[config.mk]
export PLATFORM = sky130hd
export DESIGN_NAME = rs_issue_scheduler
export DESIGN_NICKNAME = d
export VERILOG_FILES = /design/src/rtl/rs_issue_scheduler.sv
export SDC_FILE = /design/constraint.sdc
export NUM_CORES = 1
export LEC_CHECK = 0
export ABC_CLOCK_PERIOD_IN_PS = 2600
export CAP_MARGIN = 30
export CORE_UTILIZATION = 54
export CTS_CLUSTER_SIZE = 16
export DETAILED_ROUTE_END_ITERATION = 6
export PLACE_DENSITY = 0.81
export SYNTH_ARGS = -nofsm -noshare
export SYNTH_HDL_FRONTEND = slang
export SYNTH_SLANG_ARGS = --single-unit
[constraint.sdc]
create_clock -name clock -period 2.6 [get_ports clock]
set_input_delay 0.39 -clock clock [delete_from_list [all_inputs] [get_ports clock]]
set_output_delay 0.39 -clock clock [all_outputs]
set_load 0.02 [all_outputs]
[src/rtl/rs_issue_scheduler.sv]
// Oldest-first issue scheduler for the reservation station.
// An age matrix orders tracked entries by allocation time. Each FU port has a
// registered valid/idx pair that is loaded with the oldest ready, not-yet-issued
// entry on that port. A granted entry stays issued until its entry is freed.

// Per-port picker: returns the oldest candidate, with the lowest entry number
// breaking any tie.
module rs_port_pick #(
    parameter int NUM_RS   = 6,
    parameter int RS_TAG_W = 3
) (
    input  logic [NUM_RS-1:0]             cand_i,
    input  logic [NUM_RS-1:0][NUM_RS-1:0] older_i,
    output logic                          found_o,
    output logic [RS_TAG_W-1:0]           idx_o,
    output logic [NUM_RS-1:0]             oh_o
);
    // An entry wins when no other candidate on this port is older than it.
    always_comb begin
        logic found;
        found   = 1'b0;
        idx_o   = '0;
        oh_o    = '0;
        for (int i = 0; i < NUM_RS; i++) begin
            if (!found && cand_i[i] && ((older_i[i] & cand_i) == '0)) begin
                found   = 1'b1;
                idx_o   = RS_TAG_W'(i + 1);
                oh_o[i] = 1'b1;
            end
        end
        found_o = found;
    end
endmodule

module rs_issue_scheduler #(
    parameter int NUM_RS    = 6,
    parameter int RS_TAG_W  = 3,
    parameter int NUM_PORTS = 3,
    parameter int PORT_W    = 2
) (
    input  logic                          clock,
    input  logic                          reset,
    input  logic                          squash,
    input  logic                          alloc_valid,
    input  logic [RS_TAG_W-1:0]           alloc_idx,
    input  logic [NUM_RS-1:0]             free_vec,
    input  logic [NUM_RS-1:0]             ready_vec,
    input  logic [NUM_RS*PORT_W-1:0]      entry_port,
    input  logic [NUM_PORTS-1:0]          fu_ready,
    output logic [NUM_PORTS-1:0]          issue_valid,
    output logic [NUM_PORTS*RS_TAG_W-1:0] issue_idx,
    output logic [NUM_RS-1:0]             issued_vec
);
    logic [NUM_RS-1:0]                    tracked_q, tracked_d;
    logic [NUM_RS-1:0]                    issued_q, issued_d;
    logic [NUM_RS-1:0][NUM_RS-1:0]        older_q, older_d;
    logic [NUM_PORTS-1:0]                 vld_q, vld_d;
    logic [NUM_PORTS-1:0][RS_TAG_W-1:0]   idx_q, idx_d;

    logic [NUM_RS-1:0]                    alloc_oh;
    logic [NUM_RS-1:0]                    cand;
    logic [NUM_PORTS-1:0][NUM_RS-1:0]     on_port;
    logic [NUM_PORTS-1:0]                 win_found;
    logic [NUM_PORTS-1:0][RS_TAG_W-1:0]   win_idx;
    logic [NUM_PORTS-1:0][NUM_RS-1:0]     win_oh;
    logic [NUM_PORTS-1:0]                 held_free;

    // Decode the allocation (out-of-range numbers are dropped) and split the
    // candidates by their static port; a held entry being freed is flagged.
    always_comb begin
        alloc_oh  = '0;
        on_port   = '0;
        held_free = '0;
        for (int i = 0; i < NUM_RS; i++) begin
            if (alloc_valid && alloc_idx == RS_TAG_W'(i + 1))
                alloc_oh[i] = 1'b1;
        end
        cand = tracked_q & ready_vec & ~issued_q & ~free_vec;
        for (int p = 0; p < NUM_PORTS; p++) begin
            for (int i = 0; i < NUM_RS; i++) begin
                on_port[p][i] = cand[i] && (entry_port[i*PORT_W +: PORT_W] == PORT_W'(p));
                if (vld_q[p] && idx_q[p] == RS_TAG_W'(i + 1) && free_vec[i])
                    held_free[p] = 1'b1;
            end
        end
    end

    genvar gp;
    generate
        for (gp = 0; gp < NUM_PORTS; gp++) begin : g_pick
            rs_port_pick #(.NUM_RS(NUM_RS), .RS_TAG_W(RS_TAG_W)) u_pick (
                .cand_i  (on_port[gp]),
                .older_i (older_q),
                .found_o (win_found[gp]),
                .idx_o   (win_idx[gp]),
                .oh_o    (win_oh[gp])
            );
        end
    endgenerate

    // Next state: frees, then grants, then allocation (alloc beats a free of
    // the same entry). A stalled port reloads early when its entry is cancelled.
    always_comb begin
        tracked_d = (tracked_q & ~free_vec) | alloc_oh;
        issued_d  = issued_q & ~free_vec;
        vld_d     = vld_q;
        idx_d     = idx_q;
        for (int i = 0; i < NUM_RS; i++) begin
            for (int j = 0; j < NUM_RS; j++) begin
                older_d[i][j] = older_q[i][j] & ~free_vec[j] & ~alloc_oh[j];
            end
            if (alloc_oh[i])
                older_d[i] = tracked_q & ~free_vec & ~alloc_oh;
        end
        for (int p = 0; p < NUM_PORTS; p++) begin
            if (!vld_q[p] || fu_ready[p] || held_free[p]) begin
                vld_d[p] = win_found[p];
                idx_d[p] = win_found[p] ? win_idx[p] : '0;
                if (win_found[p])
                    issued_d = issued_d | win_oh[p];
            end
        end
        issued_d = issued_d & ~alloc_oh;
    end

    // State registers; reset and squash both wipe everything.
    always_ff @(posedge clock) begin
        if (reset || squash) begin
            tracked_q <= '0;
            issued_q  <= '0;
            older_q   <= '0;
            vld_q     <= '0;
            idx_q     <= '0;
        end else begin
            tracked_q <= tracked_d;
            issued_q  <= issued_d;
            older_q   <= older_d;
            vld_q     <= vld_d;
            idx_q     <= idx_d;
        end
    end

    assign issue_valid = vld_q;
    assign issue_idx   = idx_q;
    assign issued_vec  = issued_q;
endmodule

==> impl_metrics.ini <==
[sta]
final-max-slew-violation-count = 0
setup_violations = 0
max_freq_ghz = 0.4084
slew_headroom_pct = 61.20
final.setup.tns_ns = 0
rsz0062_at_grt = false
finalCriticalPeriod_ns = 2.449
finalCritPeriodShare_pct = 94.17
finClkSkew_ns = 0.009408
worst_slew_pin_slew_ns = 0.5799
hold_viol = 0

[floorplan]
fp.dieW_um = 82.36
die_h_um = 82.36
fp-row-count = 28
die_area_sq_um = 6783
ios = 52
start_util_pct = 57.54
core_area_sq_um = 6061

[routing]
vias = 4113
viasPerCell = 6.732
drt_pre_antenna_iters = 7
drtIter0Drc = 519
drcViolationCount = 8
wl_um = 13300
wl_per_cell_um = 21.77
ant_nets = 0

[synthesis]
yosys.cell_types.count = 52
yosys_most_used_dff = dfxtp_1
synth-edff-count = 0
ys_ff_latch = 60
synth-async-reset-ratio_pct = 0
netlist_area_sq_um = 3487
syn_nets = 452
netlist_instances = 418
postSynthAreaPerCell_sq_um = 8.342
yosysWarnings = 0
seq_area_frac_synth_pct = 34.45

[setup_path]
slowest_delay_ns = 0.52
worst-setup-path-type = in2reg
r2r_end = issued_vec[5]$_SDFF_PP0_
end_kind = register
cp_data_required_time_ns = 2.84
cp_slowest_cell = or4b_1
path_cells = clkdlybuf4s50_1, nand4bb_4, or4b_1, a2111o_1, a221oi_4, nor3b_2, a22oi_1, a21oi_1
r2r_start = issued_vec[3]$_SDFF_PP0_
r2r_setup_slack_ns = 0.22
rr_worst_depth = 7
critPathLaunch = free_vec[3]
critPathMaxFanout = 4
cp-start-kind = primary input
worstPathArrival_ns = 2.69
endpoint = issued_vec[5]$_SDFF_PP0_

[placed_design]
dp_cells = 595
io_buffers = 51
place_congestion = 1.054
dp_hpwl_um = 10170

[cts]
post_cts_buffers = 0
clk_latency_ns = 0.35
clock-sinks = 60
path_clk_slew_ns = 0.07
cts_buffer_depth = 2
cts_root_buffer = clkbuf_8
htreeDepth = 3
cts_resized = 0
cts_hold_repair.buffers = 0
cts_tree = built
cts_made_buffers = 9

[final_layout]
fillers = 445
area_growth_pct = 36.56
layout.cells.non_filler = 611
diodes = 0
post-route-util_pct = 78.57
layout-drive-gt1-share_pct = 18.66
nets = 565

[global_route]
grt_pass1_wl_um = 19880
grt_max_degree = 21
grt_antenna_before_repair = 0
grt.total_usage_pct = 41.19
grt_pass1_vias = 3760
overflow = 0

[status]
violations = DRC
outcome = finished with violations

[min_path]
hold_depth = 2
hold_class = reg2reg

[flow_run]
drv_cap = 0

[power_and_ir_drop]
powerDensity_nw_per_um2 = 455.9
power_frac_seq_pct = 42.5
p_comb_share_pct = 8.1
pwr-share-clk_pct = 49.4
cellLeakagePower_nw = 1.642
p_int_w = 0.001697
switchingPower_w = 0.0004738
max-vdd-ir-drop_uv = 358.9
switching_share_pct = 21.83
cells by family after synthesis:
logic type / count (synthesis) / synth area share (%)
simple gates: 205 / 33.73
mux: 19 / 6.530
flops: 60 / 34.45
buf+inv: 27 / 3.229
compound gates: 107 / 22.07
how the worst min path moves through the flow:
| stage | start | slack [ns] | to |
|---|---|---|---|
| 4_1_cts | older_q[7]$_SDFF_PP0_ | 0.48 | older_q[7]$_SDFF_PP0_ |
| 6_report | older_q[0]$_SDFF_PP0_ | 0.48 | older_q[0]$_SDFF_PP0_ |
| 2_1_floorplan | older_q[14]$_SDFF_PP0_ | 0.43 | older_q[14]$_SDFF_PP0_ |
| 3_3_place_gp | older_q[7]$_SDFF_PP0_ | 0.46 | older_q[7]$_SDFF_PP0_ |
| 5_1_grt | older_q[0]$_SDFF_PP0_ | 0.51 | older_q[0]$_SDFF_PP0_ |
| 3_5_place_dp | older_q[7]$_SDFF_PP0_ | 0.47 | older_q[7]$_SDFF_PP0_ |
Yosys cell counts, drive strengths merged, types with 2 or more instances:
library cell | number | share of area (%)
a211oi | 7 | 1.7
a21oi | 42 | 6.1
a221oi | 9 | 2.8
a22oi | 29 | 6.2
a31oi | 5 | 1.3
a41oi | 2 | 0.93
and2 | 6 | 1.1
and3 | 8 | 1.5
and3b | 5 | 1.3
and4 | 5 | 1.3
buf | 4 | 0.75
clkbuf | 9 | 0.97
dfxtp | 60 | 34
inv | 14 | 1.5
mux2i | 16 | 4.6
mux4 | 3 | 1.9
nand2 | 58 | 6.2
nand2b | 14 | 2.5
nand3 | 7 | 1.0
nand4 | 6 | 1.1
nand4bb | 5 | 2.5
nor2 | 31 | 3.3
nor2b | 12 | 2.2
nor3 | 17 | 2.4
nor3b | 13 | 3.5
nor4 | 2 | 0.36
o21ai | 4 | 0.57
o31ai | 2 | 0.57
or2 | 3 | 0.54
or3 | 5 | 0.90
or4 | 3 | 0.65
registers in the layout (all words and copies together) (netlist names):
name         flops
older_q         36
issue_idx        9
issued_vec       6
tracked_q        6
issue_valid      3
layout make-up:
type	instances	area (sq um)	area share, %
Multi-Input combinational cell	331	2173	45.64
Tap cell	75	93.84	1.971
Clock buffer	12	155.1	3.258
Sequential cell	60	1201	25.22
Inverter	14	52.55	1.104
Clock inverter	4	95.09	1.997
Timing Repair Buffer	115	991.0	20.81
placed cells by master, fill, tap and decap left out, drive strengths merged, types with 2 or more instances in the layout:
cell type / netlist / routed
mux4: 3 / 3
nor3b: 13 / 13
inv: 14 / 14
a221oi: 9 / 9
nand4bb: 5 / 5
mux2i: 16 / 16
nand3: 7 / 7
and3: 8 / 8
a31oi: 5 / 5
or2: 3 / 3
and2: 6 / 6
clkbuf: 9 / 12
nand4: 6 / 6
a21oi: 42 / 42
or3: 5 / 5
or4: 3 / 3
and3b: 5 / 5
clkdlybuf4s50: 0 / 51
nand2b: 14 / 14
nor2b: 12 / 12
nand2: 58 / 58
bufinv: 0 / 3
a22oi: 29 / 29
nor2: 31 / 31
a41oi: 2 / 2
o31ai: 2 / 2
and4: 5 / 5
nor4: 2 / 2
o21ai: 4 / 4
buf: 4 / 64
dfxtp: 60 / 60
a211oi: 7 / 7
nor3: 17 / 17
worst max-delay path, delay by kind of cell:
family	cells	cell delay, ns
AOI/OAI and AO/OA	4	1.01
and+or+nand+nor	3	0.84
buffers and inverters	1	0.43
stage by stage:
step                setup WS [ns]  total power, W  hold slack [ns]  cell area, sq um
finish                     0.1515        0.002171           0.4839              4762
global route              0.03275        0.002222           0.5120              4762
CTS                        0.1701        0.002158           0.4786              4762
detailed placement        -0.1921        0.001113           0.4681              4512
global placement          -0.1226        0.001108           0.4558              4512
floorplan                  0.2965        0.001005           0.4261              3487
power by group through the flow:
stage / sequential (W) / clock (W) / combinational, W
floorplan: 0.000944 / 0 / 0.0000617
global placement: 0.000943 / 0 / 0.000165
detailed placement: 0.000943 / 0 / 0.000170
CTS: 0.000922 / 0.00106 / 0.000171
global route: 0.000922 / 0.00112 / 0.000184
finish: 0.000922 / 0.00107 / 0.000175
layer usage:
metal,GRT usage (%),vias to the layer above,routed length [um]
met5,0,-,0
met4,22.11,0,758
met3,14.18,77,1537
met2,61.65,329,5798
met1,51.76,1926,5208
li1,-,1781,-
No activity file was read; power rests on OpenSTA's default activity.
==> patch: new RTL, config.mk and constraints unchanged <==
The parameter `PORT_W` goes from 2 to 4.
--- a/src/rtl/rs_issue_scheduler.sv
+++ b/src/rtl/rs_issue_scheduler.sv
@@ -37,5 +37,5 @@
     parameter int RS_TAG_W  = 3,
     parameter int NUM_PORTS = 3,
-    parameter int PORT_W    = 2
+    parameter int PORT_W    = 4
 ) (
     input  logic                          clock,
Ports: changed (resized entry_port); port bits go from 52 to 64. The function was not compared with the original's and may differ.
==> patch against the original RTL <==
- the flow finishes with violations (DRC, setup timing)
- die area rose by 5.9%
- count of clock-buffer cells in the layout grew 1
- sequential cell count unchanged
- clock power down 30%
- area after synthesis increased by 6.0%
- sequential power is essentially flat
- routed wire length rose by 21%
- global-route usage is 0.37 points higher
- clock skew increased by 0.0012 ns
- setup slack got worse by 0.31 ns
- total power fell by 13%
- final area increased by 15%
- critical path type is now reg -> reg
==> patch: results (changes against the original RTL) <==
Timing
  – Setup Skew: 0.0106 ns (+0.00123 ns)
  – Worst setup margin: -0.156 ns (-0.308 ns)
  – Slew headroom: 60.5% (-0.73 points)
  – Hold WS: 0.508 ns (+0.0237 ns)
  – # setup viols final: 11 (+11)
  – Setup TNS: -0.713 ns (-0.713 ns)

Setup path
  – Critical path arrival: 2.99 ns (+0.30 ns)
  – Max incr delay on CP: 0.59 ns (+0.07 ns)
  – Worst setup startpoint: issued_vec[2]$_SDFF_PP0_
  – Worst Path Max Fanout: 6 (+2)
  – Reg2Reg Depth: 8 (+1)
  – Reg2Reg Capture Point: issued_vec[2]$_SDFF_PP0_
  – Largest delay share family, worst path: simple AND/OR/NAND/NOR gates
  – Worst setup path category: reg -> reg
  – Max stage delay cell, worst path: or4b_4

Synth
  – Mapped Nets: 442 (-2.2%)
  – Synth Area in Compound Gates: 21.3% (-0.78 points)
  – Sequential share of the synthesized area: 32.5% (-2.0 points)
  – Cells taking the most area after synthesis: dfxtp_1 32%, a22oi_1 6.3%, nor4_4 5.2%
  – Mean Syn Cell Area: 9.34 µm² (+12%)
  – Mux contribution to synthesized area: 6.70% (+0.17 points)

Detailed routing
  – DR vias/cell: 6.90 (+2.5%)
  – Total wire length: 16,100 µm (+21%)
  – DRC Markers: 53 (+45)

Global route
  – First-pass GRT wire length: 22,400 µm (+13%)
  – Initial antenna violation count: 1 (+1)
  – Vias in the first global route: 4,217 (+12%)
  – Pin count of the biggest net entering global routing: 27 (+29%)
  – GR Util All Layers: 41.6% (+0.37 points)

Status
  – Run status: finished with violations
  – Failing checks: DRC, setup timing

Power
  – VDD IR max: 0.359 mV (+0.15%)
  – Net Sw Frac: 24.9% (+3.1 points)
  – Leakage: 2.00 nW (+22%)

Cells and area
  – Layout cells sized above 1: 33.6% (+15 points)
  – Final nets: 602 (+6.5%)

Min path
  – Hold path start: older_q[5]$_SDFF_PP0_

Place
  – I/O Buffers: 63 (+24%)
  – Pre-CTS setup slack: -0.476 ns (-0.284 ns)
  – Placed instance area: 0.00494 mm² (+9.5%)
  – Gpl congestion: 1.04 (-0.84%)
  – Placed Cells: 602 (+1.2%)

Clock network
  – Post-CTS sizing: 22 (+22)
==> patch: cell count changes after synthesis, moves of 6 or more <==
| cell | change |
|---|---|
| nand2_1 | -22 |
| a21oi_1 | -15 |
| nor4_4 | +9 |
| nor2_1 | -8 |
| inv_1 | +7 |
| a222oi_1 | +6 |
| nor2b_1 | -6 |
==> patch: layout make-up <==
cell class                 instances  area [µm²]
inverter                          21        78.8
clock inverter                     2        10.0
sequential                        60        1200
multi-input combinational        301        2510
clock buffer                      13         159
fill                             372        1040
tap                               77        96.3
timing repair buffer             163        1400
==> patch: per-layer routing <==
metal | share of wire, % | global-route usage, % | vias to the layer above
li1 | - | - | 1861
met2 | 45 | 68.4 | 378
met3 | 11 | 10.7 | 129
met5 | 0 | 0 | -
met1 | 36 | 48.1 | 2026
met4 | 7.8 | 26.5 | 0
==> patch: tightest hold or removal path, stage by stage, from the launching register on <==
cell and delay [ns]:
dfxtp_1 0.34, nand2_1 0.07, a21oi_1 0.05
